--- config.mk ---
export PLATFORM = sky130hd
export DESIGN_NAME = uart_song_tx
export DESIGN_NICKNAME = d
export VERILOG_FILES = /design/src/rtl/uart_song_tx.sv
export SDC_FILE = /design/constraint.sdc
export NUM_CORES = 1
export LEC_CHECK = 0
export BUFFER_PORTS_ARGS = -buffer_cell sky130_fd_sc_hd__buf_2
export CAP_MARGIN = 30
export CORE_MARGIN = 2
export CORE_UTILIZATION = 35
export CTS_CLUSTER_SIZE = 12
export DETAILED_ROUTE_END_ITERATION = 7
export SLEW_MARGIN = 20
export SYNTH_ARGS = -nofsm -noshare
export SYNTH_HDL_FRONTEND = slang
export SYNTH_SLANG_ARGS = --single-unit
--- constraint.sdc ---
create_clock -name clk -period 2 [get_ports clk]
set_clock_uncertainty 0.05 [all_clocks]
set_input_delay 0.3 -clock clk [delete_from_list [all_inputs] [get_ports clk]]
set_output_delay 0.3 -clock clk [all_outputs]
set_load 0.005 [all_outputs]
--- src/rtl/uart_song_tx.sv ---
// ---------------------------------------------------------------------------
// uart_song_tx
//
// Transmit side of the Bluetooth UART link. On request it walks the song
// buffer from address 0 to DEPTH-1 and sends each byte as an 8N1 frame on
// txd, so a phone can read the stored tune back.
//
// Byte timeline (BIT_CYC = CLK_HZ/BAUD clocks per bit):
//   FETCH (1 clk) -> LOAD (1 clk) -> START (BIT_CYC) -> DATA (8*BIT_CYC)
//   -> STOP (BIT_CYC) -> next FETCH, or IDLE when the dump ends.
// The period per byte is therefore 10*BIT_CYC + 2 clocks.
//
// Ports
//   clk        in   system clock
//   rst        in   synchronous, active-high reset
//   start      in   level; 1 while IDLE begins a dump
//   abort      in   level; ends the dump after the frame in flight
//   rd_addr    out  song buffer read address (also the byte index)
//   rd_data    in   song buffer data, valid one clock after rd_addr
//   txd        out  serial line, idles high
//   busy       out  1 while a dump is in progress
//   byte_sent  out  1-clk pulse at the end of each stop bit
//   done       out  1-clk pulse when a dump ends (completed or aborted)
//
// Every output comes straight from a flop. txd is computed from the current
// state and registered, so the line lags the state register by one clock;
// the 2-clock FETCH/LOAD gap plus that lag puts the start bit on the line
// three edges after start is sampled.
// ---------------------------------------------------------------------------
module uart_song_tx #(
  parameter int unsigned CLK_HZ = 100_000_000,
  parameter int unsigned BAUD   = 9600,
  parameter int unsigned DEPTH  = 64,
  parameter int unsigned ADDR_W = 6
) (
  input  logic              clk,
  input  logic              rst,
  input  logic              start,
  input  logic              abort,
  output logic [ADDR_W-1:0] rd_addr,
  input  logic [7:0]        rd_data,
  output logic              txd,
  output logic              busy,
  output logic              byte_sent,
  output logic              done
);

  localparam int unsigned BIT_CYC = CLK_HZ / BAUD;
  localparam int unsigned BAUD_W  = (BIT_CYC > 1) ? $clog2(BIT_CYC) : 1;
  localparam logic [BAUD_W-1:0] BAUD_LAST = BAUD_W'(BIT_CYC - 1);
  localparam logic [ADDR_W-1:0] IDX_LAST  = ADDR_W'(DEPTH - 1);

  typedef enum logic [2:0] {
    S_IDLE,
    S_FETCH,
    S_LOAD,
    S_START,
    S_DATA,
    S_STOP
  } state_e;

  state_e              state_q, state_d;
  logic [ADDR_W-1:0]   idx_q, idx_d;       // byte index, drives rd_addr
  logic [BAUD_W-1:0]   baud_q, baud_d;     // clocks within the current bit
  logic [2:0]          bit_q, bit_d;       // data bit number 0..7
  logic [7:0]          shift_q, shift_d;   // byte being serialised, LSB out
  logic                abort_q, abort_d;   // sticky abort request
  logic                txd_q, txd_d;
  logic                busy_q, busy_d;
  logic                byte_sent_q, byte_sent_d;
  logic                done_q, done_d;

  logic                bit_tick;
  logic                last_byte;

  assign bit_tick  = (baud_q == BAUD_LAST);
  // An abort arriving on the very last stop-bit clock still ends the dump.
  assign last_byte = abort_q || abort || (idx_q == IDX_LAST);

  // -------------------------------------------------------------------------
  // State register and output flops
  // -------------------------------------------------------------------------
  // NOTE: sequential state uses non-blocking assignments so every flop samples
  // the pre-edge values, independent of statement order.
  always_ff @(posedge clk) begin
    if (rst) begin
      state_q     <= S_IDLE;
      idx_q       <= '0;
      baud_q      <= '0;
      bit_q       <= '0;
      shift_q     <= '0;
      abort_q     <= 1'b0;
      txd_q       <= 1'b1;
      busy_q      <= 1'b0;
      byte_sent_q <= 1'b0;
      done_q      <= 1'b0;
    end else begin
      state_q     <= state_d;
      idx_q       <= idx_d;
      baud_q      <= baud_d;
      bit_q       <= bit_d;
      shift_q     <= shift_d;
      abort_q     <= abort_d;
      txd_q       <= txd_d;
      busy_q      <= busy_d;
      byte_sent_q <= byte_sent_d;
      done_q      <= done_d;
    end
  end

  // -------------------------------------------------------------------------
  // Next-state and output logic
  // -------------------------------------------------------------------------
  always_comb begin
    // NOTE: every variable gets a default before the case so no path leaves a
    // value unassigned; that is what keeps this block free of latches.
    state_d     = state_q;
    idx_d       = idx_q;
    baud_d      = baud_q;
    bit_d       = bit_q;
    shift_d     = shift_q;
    abort_d     = abort_q;
    byte_sent_d = 1'b0;
    done_d      = 1'b0;

    unique case (state_q)
      S_IDLE: begin
        abort_d = 1'b0;
        if (start) begin
          state_d = S_FETCH;
          idx_d   = '0;
        end
      end

      // rd_addr already holds idx; the RAM registers it on this edge.
      S_FETCH: begin
        state_d = S_LOAD;
      end

      S_LOAD: begin
        shift_d = rd_data;
        baud_d  = '0;
        bit_d   = '0;
        state_d = S_START;
      end

      S_START: begin
        if (bit_tick) begin
          baud_d  = '0;
          state_d = S_DATA;
        end else begin
          baud_d = baud_q + BAUD_W'(1);
        end
      end

      S_DATA: begin
        if (bit_tick) begin
          baud_d  = '0;
          shift_d = {1'b0, shift_q[7:1]};
          if (bit_q == 3'd7) begin
            state_d = S_STOP;
          end else begin
            bit_d = bit_q + 3'd1;
          end
        end else begin
          baud_d = baud_q + BAUD_W'(1);
        end
      end

      S_STOP: begin
        if (bit_tick) begin
          baud_d      = '0;
          byte_sent_d = 1'b1;
          if (last_byte) begin
            state_d = S_IDLE;
            done_d  = 1'b1;
          end else begin
            idx_d   = idx_q + ADDR_W'(1);
            state_d = S_FETCH;
          end
        end else begin
          baud_d = baud_q + BAUD_W'(1);
        end
      end

      default: begin
        state_d = S_IDLE;
      end
    endcase

    // Sticky abort: latched anywhere outside IDLE, honoured at the stop bit.
    if (state_q != S_IDLE && abort) begin
      abort_d = 1'b1;
    end
  end

  // Line level follows the current state; registered one clock later.
  always_comb begin
    txd_d = 1'b1;
    unique case (state_q)
      S_START: txd_d = 1'b0;
      S_DATA:  txd_d = shift_q[0];
      default: txd_d = 1'b1;
    endcase
  end

  // busy follows the next state so it falls on the same edge done rises.
  assign busy_d = (state_d != S_IDLE);

  assign rd_addr   = idx_q;
  assign txd       = txd_q;
  assign busy      = busy_q;
  assign byte_sent = byte_sent_q;
  assign done      = done_q;

endmodule

==> summary.md <==
| Metric | Value |
|---|---|
| Status | `finished, violations left` |
| Violated checks | `setup timing` |
| DRT iter0 DRCs | `104` |
| Final worst slack | `-0.1837 ns` |
| Final GP Congestion | `0.8061` |
| Ys Warns | `0` |
| Final min period | `approximately 2.2 ns` |
| H-tree lvl count | `2` |
| Top cell type's share of synthesized area | `0.3893` |
| Busiest grt layer | `met2` |
| Core region area | `~5500 um2` |
| Final setup fails | `28` |
| Max_cap viols | `0` |
| Post-CTS Hold Buffers | `0` |
| Reg clk slew, reported paths | `0.09 ns` |
| Drt drc | `0` |
| Power per Cell Area | `541.6 nW/um2` |
| DRT antenna net count | `0` |
| Total number of vias | `around 2,000` |
| Max Fclk | `457.9 MHz` |
| Routed WL | `5265 um` |
| Multi-input logic area | `1380 um2` |
| DR pass1 iterations | `4` |
| FFs w/ async S/R, synth | `0` |
| Number of flops mapped to enable cells by yosys | `0` |
| Die Height | `79.70 um` |
| Layout cells sized above 1 | `0.4035` |
| Root Buffer | `clkbuf_8` |
| Synth area leaders | `dfxtp_1 (39%), a2111oi_0 (3.5%), mux2i_1 (3.5%)` |
| Initial Util | `0.3642` |
| Max Root-Sink Buffers | `2` |
| Overall Global Routing Usage | `0.1823` |
| Period utilisation layout | `1.092` |
| Hold WS | `0.2163 ns` |
| Synth area leader | `dfxtp_1` |
| Most common cell after layout, fill and taps aside | `buf_4` |
| Vias in the first global route | `1,893` |
| Leak Pwr | `roughly 1.0 nW` |
| Routed length per instance | `14.75 um` |
| Count of cell types in the netlist | `55` |
| Type of the worst setup path | `flop to flop` |
| PortBufs | `21` |
| Main synth FF type | `dfxtp_1` |
| WP data required | `about 2.1 ns` |
| WP data arrival | `2.33 ns` |
| Total gr overflow | `0` |
| Peak supply drop | `around 0.00044 V` |
| Placement Cell Area | `2519 um2` |
| Num rows | `27` |
| Fin nets | `300` |
| CP Capture Type | `flop` |
| Met2 Use GR | `0.2882` |
| First-pass GRT wire length | `8990 um` |
| Design area | `slightly below 3000 um2` |
| Worst path slowest cell | `or4b_4` |
| HP Class | `input pin to flop` |
| CTS tree | `built` |
| Fillers | `504` |
| Slew Limit Fails | `0` |
| RSZ-0062 raised after global routing | `yes` |
| Mapped Area | `around 2000 um2` |
| Area Growth Syn to Fin | `44.35%` |
| Die width | `79.70 um` |
| Avg Inst Size Synth | `9.117 um2` |
| Syn_nets | `236` |
| DP Wirelength | `3575 um` |
| Skew-Pair Late Insertion Delay | `just over 0.3 ns` |
| Number of synthesized register bits | `39` |
| Via density | `about 5.5` |
| M3 GR Usage | `0.04412` |
| TritonCTS Buffers | `5` |
| Worst-path cell chain | `or4b_4, or4_4, buf_12, a21o_4, a31o_1` |
| Post-synthesis sequential area ratio | `0.3893` |
| Worst-Margin Slew | `0.6502 ns` |
| Initial antenna violation count | `0` |
| GR Util met1 | `0.2422` |
| CP Launch Type | `flop` |
| Crit Path Max Fanout | `8` |
| Power, Total | `1.568 mW` |
| Final Hold Viols | `0` |
| Commonest non-fill, non-tap cells in the layout | `buf_4 (42), dfxtp_1 (37), buf_2 (21), nor3_1 (12), nand2_1 (12)` |
| Cells after Synth | `220` |
| DIE AREA | `6352 um2` |
| I/O pins | `22` |
| Storage element area | `783.3 um2` |
| Diode count | `0` |
| Largest net degree at the start of global routing | `22` |
| Max-slew headroom | `0.5644` |
| Max stage delay on crit path | `approximately 0.55 ns` |
| CTS Sinks | `39` |
[cell usage after synthesis (all sizes together) (2+ instances only)]
cell type and instances:
nor4 5, nor3 12, nand4 4, a31oi 3, a2111oi 8, nand2b 3
nor2b 2, a21oi 13, or4 10, a211oi 2, a31o 8, a32o 2
nand3 7, o31ai 6, inv 8, nor2 7, or4b 2, xnor2 6
xor2 3, nor3b 3, clkbuf 8, nand3b 2, a21o 2, dfxtp 39
buf 7, mux2i 7, o21ai 3, and3 3, o211ai 4, nand2 12
ha 4
[worst paths after layout]
kind	from	endpoint	slack, ns	depth (start not counted)
worst max-delay path	baud_q[8]$_SDFFE_PP0P_	shift_q[4]$_SDFFE_PP0P_	-0.18	5
worst min-delay path	start	busy$_SDFF_PP0_	0.22	3
worst max register to register	baud_q[8]$_SDFFE_PP0P_	shift_q[4]$_SDFFE_PP0P_	-0.18	5
worst min register to register	baud_q[13]$_SDFFE_PP0P_	baud_q[13]$_SDFFE_PP0P_	0.45	2
[registers in the layout, summed over array words and instances, names as in the netlist]
register,flops
busy,1
bit_q,3
txd,1
byte_sent,1
baud_q,14
done,1
abort_q,1
shift_q,8
state_q,3
rd_addr,6
[worst max-delay path: cells and delay by family (launching register included)]
kind	cells	cell delay (ns)
AOI/OAI and AO/OA	2	0.47
buffers and inverters	1	0.17
DFF	1	0.32
and+or+nand+nor	2	1.06
[cells by family after synthesis]
kind of cell    count (synthesis)  synth area share
xor+xnor                        9           0.03930
simple gates                   78            0.2383
compound gates                 60            0.2240
flops                          39            0.3893
fa+ha+maj                       4           0.02495
buf+inv                        23           0.04929
mux                             7           0.03494
[stage by stage]
step           setup TNS [ns]  std cells  utilization  setup WS [ns]
2_1_floorplan          -1.205        220            -        -0.1349
3_3_place_gp           -2.283        342       0.4574        -0.1383
3_5_place_dp           -2.753        342       0.4574        -0.1883
4_1_cts                -2.139        352       0.4928        -0.1766
5_1_grt                -4.782        357       0.5258        -0.2090
6_report               -3.397        357       0.5258        -0.1837
[metal layers]
| layer | up-vias | wire length (um) |
|---|---|---|
| met5 | - | 0 |
| met4 | 0 | 79 |
| met3 | 6 | 199 |
| met2 | 31 | 2528 |
| met1 | 945 | 2458 |
| li1 | 979 | - |
[repair_timing]
action                     in CTS  in global routing
cloned                          1                  0
pin swaps                       7                 18
resized for setup              14                 25
setup endpoints to repair      26                 30
buffers inserted                1                  5
[cell type report]
type                       count  share of cell area
clock buffer                   5             0.02377
clock inverter                 3            0.006914
inverter                       8             0.01037
multi-input combinational    159              0.4767
sequential                    39              0.2705
tap                           72             0.03111
timing repair buffer          71              0.1806
[report_power, final]
part           switching, mW  internal [mW]  leakage (nW)
Combinational          0.124         0.0853         0.662
Sequential            0.0125          0.795         0.317
Clock                  0.308          0.243        0.0402
Power figures use the tool's default switching activity.
